--- src/rtl/cone_scan_driver.sv ---
// cone_scan_driver: loads a pattern onto an extracted combinational cone, waits
// for it to settle, captures the cone output and folds it into a MISR signature.
// Optional build macro BIST_LFSR_EN swaps the serial pattern load for an internal LFSR.
module cone_scan_driver #(
    parameter int               N_IN     = 23,
    parameter int               SIG_W    = 16,
    parameter logic [SIG_W-1:0] SIG_POLY = 16'hB400,
    parameter logic [SIG_W-1:0] SIG_SEED = 16'h0000,
    parameter int               SETTLE   = 2
) (
    input  logic             CK,
    input  logic             RN,
    input  logic             start,
    input  logic [15:0]      num_pat,
    input  logic             scan_in,
    input  logic             scan_valid,
    output logic             scan_ready,
    output logic [N_IN-1:0]  pi_vec,
    input  logic             cone_out,
    output logic             resp_out,
    output logic             resp_valid,
    output logic [SIG_W-1:0] signature,
    output logic [15:0]      pat_cnt,
    output logic             busy,
    output logic             done
);

    localparam int BW = (N_IN > 1) ? $clog2(N_IN) : 1;
    localparam int SW = (SETTLE > 1) ? $clog2(SETTLE) : 1;
    localparam logic [BW-1:0] LAST_BIT    = BW'(N_IN - 1);
    localparam logic [SW-1:0] LAST_SETTLE = SW'(SETTLE - 1);

    localparam logic [2:0] S_IDLE    = 3'd0;
    localparam logic [2:0] S_SHIFT   = 3'd1;
    localparam logic [2:0] S_APPLY   = 3'd2;
    localparam logic [2:0] S_CAPTURE = 3'd3;
    localparam logic [2:0] S_DONE    = 3'd4;
    localparam logic [2:0] S_GEN     = 3'd5;

    logic [2:0]       state;
    logic [15:0]      num_lat;
    logic [SW-1:0]    settle_cnt;
    logic [SIG_W-1:0] sig_next;
    logic             fb;

    assign fb       = signature[0] ^ cone_out;
    assign sig_next = (signature >> 1) ^ (fb ? SIG_POLY : '0);
    assign busy     = (state != S_IDLE);
    assign done     = (state == S_DONE);

`ifdef BIST_LFSR_EN
    localparam logic [2:0]      S_LOAD     = S_GEN;
    localparam logic [N_IN-1:0] LFSR_POLY  = N_IN'(23'h420000);
    localparam logic [N_IN-1:0] LFSR_SEED  = N_IN'(23'h000001);
    logic [N_IN-1:0] lfsr;
    logic [N_IN-1:0] lfsr_next;

    assign lfsr_next  = (lfsr >> 1) ^ (lfsr[0] ? LFSR_POLY : '0);
    assign scan_ready = 1'b0;
`else
    localparam logic [2:0] S_LOAD = S_SHIFT;
    logic [N_IN-1:0] sreg;
    logic [N_IN-1:0] shift_word;
    logic [BW-1:0]   bit_cnt;

    // Valid/ready: a bit moves on a rising CK edge where scan_valid and
    // scan_ready are both high; scan_valid may drop at any time, stalling the load.
    assign scan_ready = (state == S_SHIFT);
    assign shift_word = {scan_in, sreg[N_IN-1:1]};
`endif

    always_ff @(posedge CK or negedge RN) begin
        if (!RN) begin
            state      <= S_IDLE;
            pi_vec     <= '0;
            signature  <= SIG_SEED;
            pat_cnt    <= '0;
            resp_out   <= 1'b0;
            resp_valid <= 1'b0;
            num_lat    <= '0;
            settle_cnt <= '0;
`ifdef BIST_LFSR_EN
            lfsr       <= LFSR_SEED;
`else
            sreg       <= '0;
            bit_cnt    <= '0;
`endif
        end else begin
            resp_valid <= 1'b0;
            case (state)
                S_IDLE: begin
                    if (start) begin
                        signature <= SIG_SEED;
                        if (num_pat != 16'd0) begin
                            num_lat <= num_pat;
                            pat_cnt <= '0;
                            state   <= S_LOAD;
`ifdef BIST_LFSR_EN
                            lfsr    <= LFSR_SEED;
`endif
                        end else begin
                            state <= S_DONE;
                        end
                    end
                end
`ifdef BIST_LFSR_EN
                S_GEN: begin
                    pi_vec <= lfsr;
                    lfsr   <= lfsr_next;
                    state  <= S_APPLY;
                end
`else
                S_SHIFT: begin
                    if (scan_valid) begin
                        sreg <= shift_word;
                        // The final bit is taken straight from the input so the
                        // whole word reaches pi_vec on the same edge.
                        if (bit_cnt == LAST_BIT) begin
                            pi_vec  <= shift_word;
                            bit_cnt <= '0;
                            state   <= S_APPLY;
                        end else begin
                            bit_cnt <= bit_cnt + 1'b1;
                        end
                    end
                end
`endif
                S_APPLY: begin
                    if (settle_cnt == LAST_SETTLE) begin
                        settle_cnt <= '0;
                        state      <= S_CAPTURE;
                    end else begin
                        settle_cnt <= settle_cnt + 1'b1;
                    end
                end
                S_CAPTURE: begin
                    signature  <= sig_next;
                    resp_out   <= cone_out;
                    resp_valid <= 1'b1;
                    pat_cnt    <= pat_cnt + 16'd1;
                    state      <= (pat_cnt + 16'd1 == num_lat) ? S_DONE : S_LOAD;
                end
                S_DONE:  state <= S_IDLE;
                default: state <= S_IDLE;
            endcase
        end
    end

endmodule

--- config.mk ---
export PLATFORM = sky130hd
export DESIGN_NAME = cone_scan_driver
export DESIGN_NICKNAME = d
export VERILOG_FILES = /design/src/rtl/cone_scan_driver.sv
export SDC_FILE = /design/constraint.sdc
export NUM_CORES = 1
export LEC_CHECK = 0
export ABC_CLOCK_PERIOD_IN_PS = 5550
export BUFFER_PORTS_ARGS = -buffer_cell sky130_fd_sc_hd__buf_4
export CELL_PAD_IN_SITES_DETAIL_PLACEMENT = 1
export CELL_PAD_IN_SITES_GLOBAL_PLACEMENT = 1
export CORE_ASPECT_RATIO = 1.1
export CORE_MARGIN = 2
export CORE_UTILIZATION = 30
export CTS_BUF_LIST = sky130_fd_sc_hd__clkbuf_2
export CTS_CLUSTER_SIZE = 28
export DETAILED_ROUTE_END_ITERATION = 6
export GPL_ROUTABILITY_DRIVEN = 0
export MAX_ROUTING_LAYER = met4
export PLACE_DENSITY = 0.66
export SYNTH_ARGS = -nofsm -noshare
export SYNTH_HDL_FRONTEND = slang
export SYNTH_SLANG_ARGS = --single-unit
--- constraint.sdc ---
create_clock -name CK -period 5.55 [get_ports CK]
set_clock_uncertainty 0.2 [all_clocks]
set_input_delay 0.555 -clock CK [delete_from_list [all_inputs] [get_ports CK]]
set_output_delay 0.555 -clock CK [all_outputs]
set_load 0.1 [all_outputs]
# Word level (Yosys, flattened, before mapping)
# Cells that the tools add are included.
# word_totals
regBits	105
inputBits	22
out_inout_bits	60
elab_cells	52
# classes
addsub	3
eq_ne	11
n_mux	16
n_bitwise	2
reduce_logical	10
# ops
cell	n
2-to-1 mux 16 bit	4
case mux 16 bit (2 select lines)	2
2-to-1 mux 3 bit	6
adder 16 x 1 -> 16 bit, second input constant	1
equality test 16 bit	1
nonzero test 16 bit	1
XOR 15 x 16 -> 16 bit	1
case mux 3 bit (4 select lines)	1
AND reduction 3 bit	3
!= test 2 bit, second input constant	4
equality test 3 x 2 -> 1 bit, second input constant	2
adder 5 x 1 -> 5 bit, second input constant	1
equality test 5 bit, second input constant	1
2-to-1 mux 5 bit	1
AND reduction 2 bit	2
AND reduction 4 bit	1
equality test 3 x 1 -> 1 bit, second input constant	1
equality test 3 bit, second input constant	1
logical NOT 3 bit	1
nonzero test 3 bit	1
2-to-1 mux 1 bit	2
!= test 2 x 1 -> 1 bit, second input constant	1
nonzero test 2 bit	1
adder 1 bit, second input constant	1
XOR 1 bit	1

# Depth between registers and ports, before layout
# depth
depth_word	4
depth_mapped	9

# Worst setup path after synthesis
# Ideal clock, no wire load.
# synth_timing
path_type	register to output
from	reg state[1]
to	out done
arrival_time_ps	2710
t_required_ps	4795
setup_slack_ps	2085
stages_incl_launch_ff	3
n_path_buf	1
path_cell_list	dfrtp_1 clkbuf_2 nor3b_1
# synth_between
elab_chain_len	1
# synth_rtl
element	line	text
start, declared	40	logic [2:0] state;
start signal, assigned	141	state <= (pat_cnt + 16'd1 == num_lat) ? S_DONE : S_LOAD;
equality test 3 bit	49	assign done = (state == S_DONE);
end, declared	25	output logic done
# Every way passes these cells.

# Worst setup path in the final report
# layout_timing
from	reg state[1]
to	reg pi_vec[8]
# layout_between
elab_chain_len	2
# layout_rtl
element	line	text
equality test 3 x 1 -> 1 bit	90	case (state)
AND reduction 3 bit (no source line)	-	
end signal, assigned	119	pi_vec <= shift_word;
end, declared	18	output logic [N_IN-1:0] pi_vec,
# Every way passes these cells.
# A chain may end at the register's enable or synchronous reset.

==> results_dict.tcl <==
set metrics [dict create \
    status "complete, no violations" \
    power.total_w 0.00305 \
    leakage_nw 2.83 \
    drc 0 \
    cp_data_arrival_time_ns 3.29 \
    syn-cell-area_um2 4840 \
    rows 48 \
    fp.dieH_um 137 \
    power_density_nw_per_um2 517 \
    clk_pin_slew_ns 0.28 \
    cts_made_buffers 9 \
    slew_headroom 0.310 \
    cts_setup_buffers 0 \
    min-delay-start "scan_valid" \
    gr-usage-met1 0.187 \
    drt_iter0_drc 145 \
    core_area_um2 15700 \
    synth_ff_type "dfrtp_1" \
    drt_pass1_iterations 4 \
    ys_seq_elements 104 \
    cts_root_buffer "clkbuf_2" \
    seq_area_frac_synth 0.537 \
    clk_latency_ns 0.60 \
    hpwl_um 8850 \
    layout_min_cycle_time_ns 3.02 \
    use_met2 0.270 \
    drive_above_1_share 0.263 \
    io_buffers 81 \
    fin_tns_setup_ns 0 \
    start_kind "register" \
    grt_use_total 0.157 \
    yosys_warnings 0 \
    report.final.slew_viol_count 0 \
    synth_edf_count 0 \
    vias_per_cell 5.03 \
    yosysUniqueCellTypes 50 \
    routed_wl_um 12700 \
    synth_async_sr_flop_share 1.00 \
    wl_per_cell_um 16.5 \
    htree_levels 3 \
    rsz0062_at_grt "no" \
    vias 3877 \
    cp.required_ns 5.83 \
    grt_first_pass_wirelength_um 21100 \
    clock_sinks 104 \
    yosysTopAreaCell "dfrtp_1" \
    grt_pass1_vias 4022 \
    startpoint "state[1]" \
    initial_utilization 0.308 \
    syn_nets 505 \
    syn_avg_cell_area_um2 10.1 \
    die_area_um2 17200 \
    max-vdd-ir-drop_mv 0.239 \
    crit_type "reg -> reg" \
    busiest_layer "met2" \
    hold_path_depth 3 \
    hold_violations 0 \
    reg2reg_from "state[1]" \
    max_freq_ghz 0.332 \
    yosys-top-cells-area "dfrtp_1 54%, nand2_1 9.6%, mux2_2 9.1%, o21ai_0 3.4%, xnor2_1 2.9%" \
    clock_path_buffers 2 \
    area_delta_synth_final_pct 22.0 \
    synth_top_area_share 0.537 \
    grt_max_degree 57 \
    r2r_cells 4 \
    antenna_left 0 \
    worstSetupEndpointType "register" \
    min_path_type "in -> reg" \
    cts_tree "built" \
    use_met3 0.0299 \
    nets 591 \
    max_cap_viol_count 0 \
    diodes 0 \
    finalSetupViolations 0 \
    antenna_found_initial 0 \
    crit_fanout 26 \
    die_w_um 125 \
    synth_cells 480 \
    finalCritPeriodShare 0.544 \
    worstMarginPinSlew_ns 1.04 \
    grt-ovfl-total 0 \
    io_pins 82 \
]
-- stage by stage --
stage          setup WS [ns]  instance area (um^2)   util  hold WS (ns)  cells
5_1_grt                 2.22                  5910  0.375        0.0389    771
2_1_floorplan           2.08                  4840      -        0.0594    480
3_5_place_dp            2.55                  5590  0.355         0.266    736
4_1_cts                 2.48                  5910  0.375        0.0326    771
3_3_place_gp            2.63                  5590  0.355         0.266    736
6_report                2.53                  5910  0.375        0.0781    771
-- registers in the layout, indices dropped and copies added, names as in the netlist --
signal      cells
bit_cnt         5
num_lat        16
pat_cnt        16
pi_vec         23
resp_out        1
resp_valid      1
settle_cnt      1
signature      16
sreg           22
state           3
-- worst max-delay path, cell delays in order (launching register included) --
cell     delay (ns)
dfrtp_1        0.54
nor3b_2        0.27
nand2_1        0.61
nor2_4         0.86
mux2_2         0.42
-- cell usage in the layout (no fill, tap or decap), drive strengths merged, types with 2 or more instances in the layout --
cell type / instances
nand2: 125
dfrtp: 104
buf: 83
mux2: 39
o21ai: 37
nor2: 20
dlygate4sd3: 19
xnor2: 16
clkbuf: 12
xor2: 10
nand3: 10
a21oi: 10
nor4: 10
nor3: 10
nand4: 9
inv: 7
o31ai: 5
o22ai: 5
and3: 5
a31oi: 4
nor3b: 4
nand4b: 3
ha: 3
o41ai: 2
bufinv: 2
or3: 2
clkinv: 2
-- routing by layer --
metal  vias up  wire length (um)
li1       1811                 -
met1      1977              5570
met2        69              6430
met3        20               441
met4         0               258
met5         -                 0
-- cell type report --
cell class                 instances  area (um^2)
inverter                           7         26.3
multi-input combinational        342         2090
sequential                       104         2600
clock buffer                      12         60.1
fill                            1793         9830
tap                              200          250
clock inverter                     4         68.8
timing repair buffer             102          813
-- final timing paths --
path	slack, ns	endpoint
max	2.53	pi_vec[8]
min	0.08	state[1]
max reg2reg	2.53	pi_vec[8]
min reg2reg	0.30	settle_cnt
max in group asynchronous	3.67	sreg[5]
min in group asynchronous	0.27	pat_cnt[12]
-- logic make-up after synthesis --
family / share of synthesized area
muxes: 0.0927
buffers and inverters: 0.0318
AOI/OAI and AO/OA: 0.0834
DFF: 0.537
xor gates and xnor gates: 0.0470
and+or+nand+nor: 0.200
adders and majority gates: 0.00775
-- where the power goes --
group,internal [W],leakage [nW],total [W],switching [W]
clock,0.000152,0.0836,0.000404,0.000251
sequential,0.000986,1.35,0.00119,0.000204
combinational,0.000383,1.40,0.00146,0.00108
-- cells in the mapped netlist (5+ instances only) --
master / count
buf_2: 8
nand2_1: 124
clkbuf_1: 15
nor4_1: 9
nor2_1: 18
o22ai_1: 5
a21oi_1: 10
dfrtp_1: 104
nor3_1: 9
o21ai_0: 33
xnor2_1: 16
mux2_2: 39
nand4_1: 8
o31ai_1: 5
inv_1: 6
xor2_1: 10
nand3_1: 10
-- timing repair --
item,in CTS,in global routing
gates resized for setup,0,0
endpoints found under the hold margin,67,0
hold buffers,19,0
Note: power is estimated with default switching activity, not from simulation.
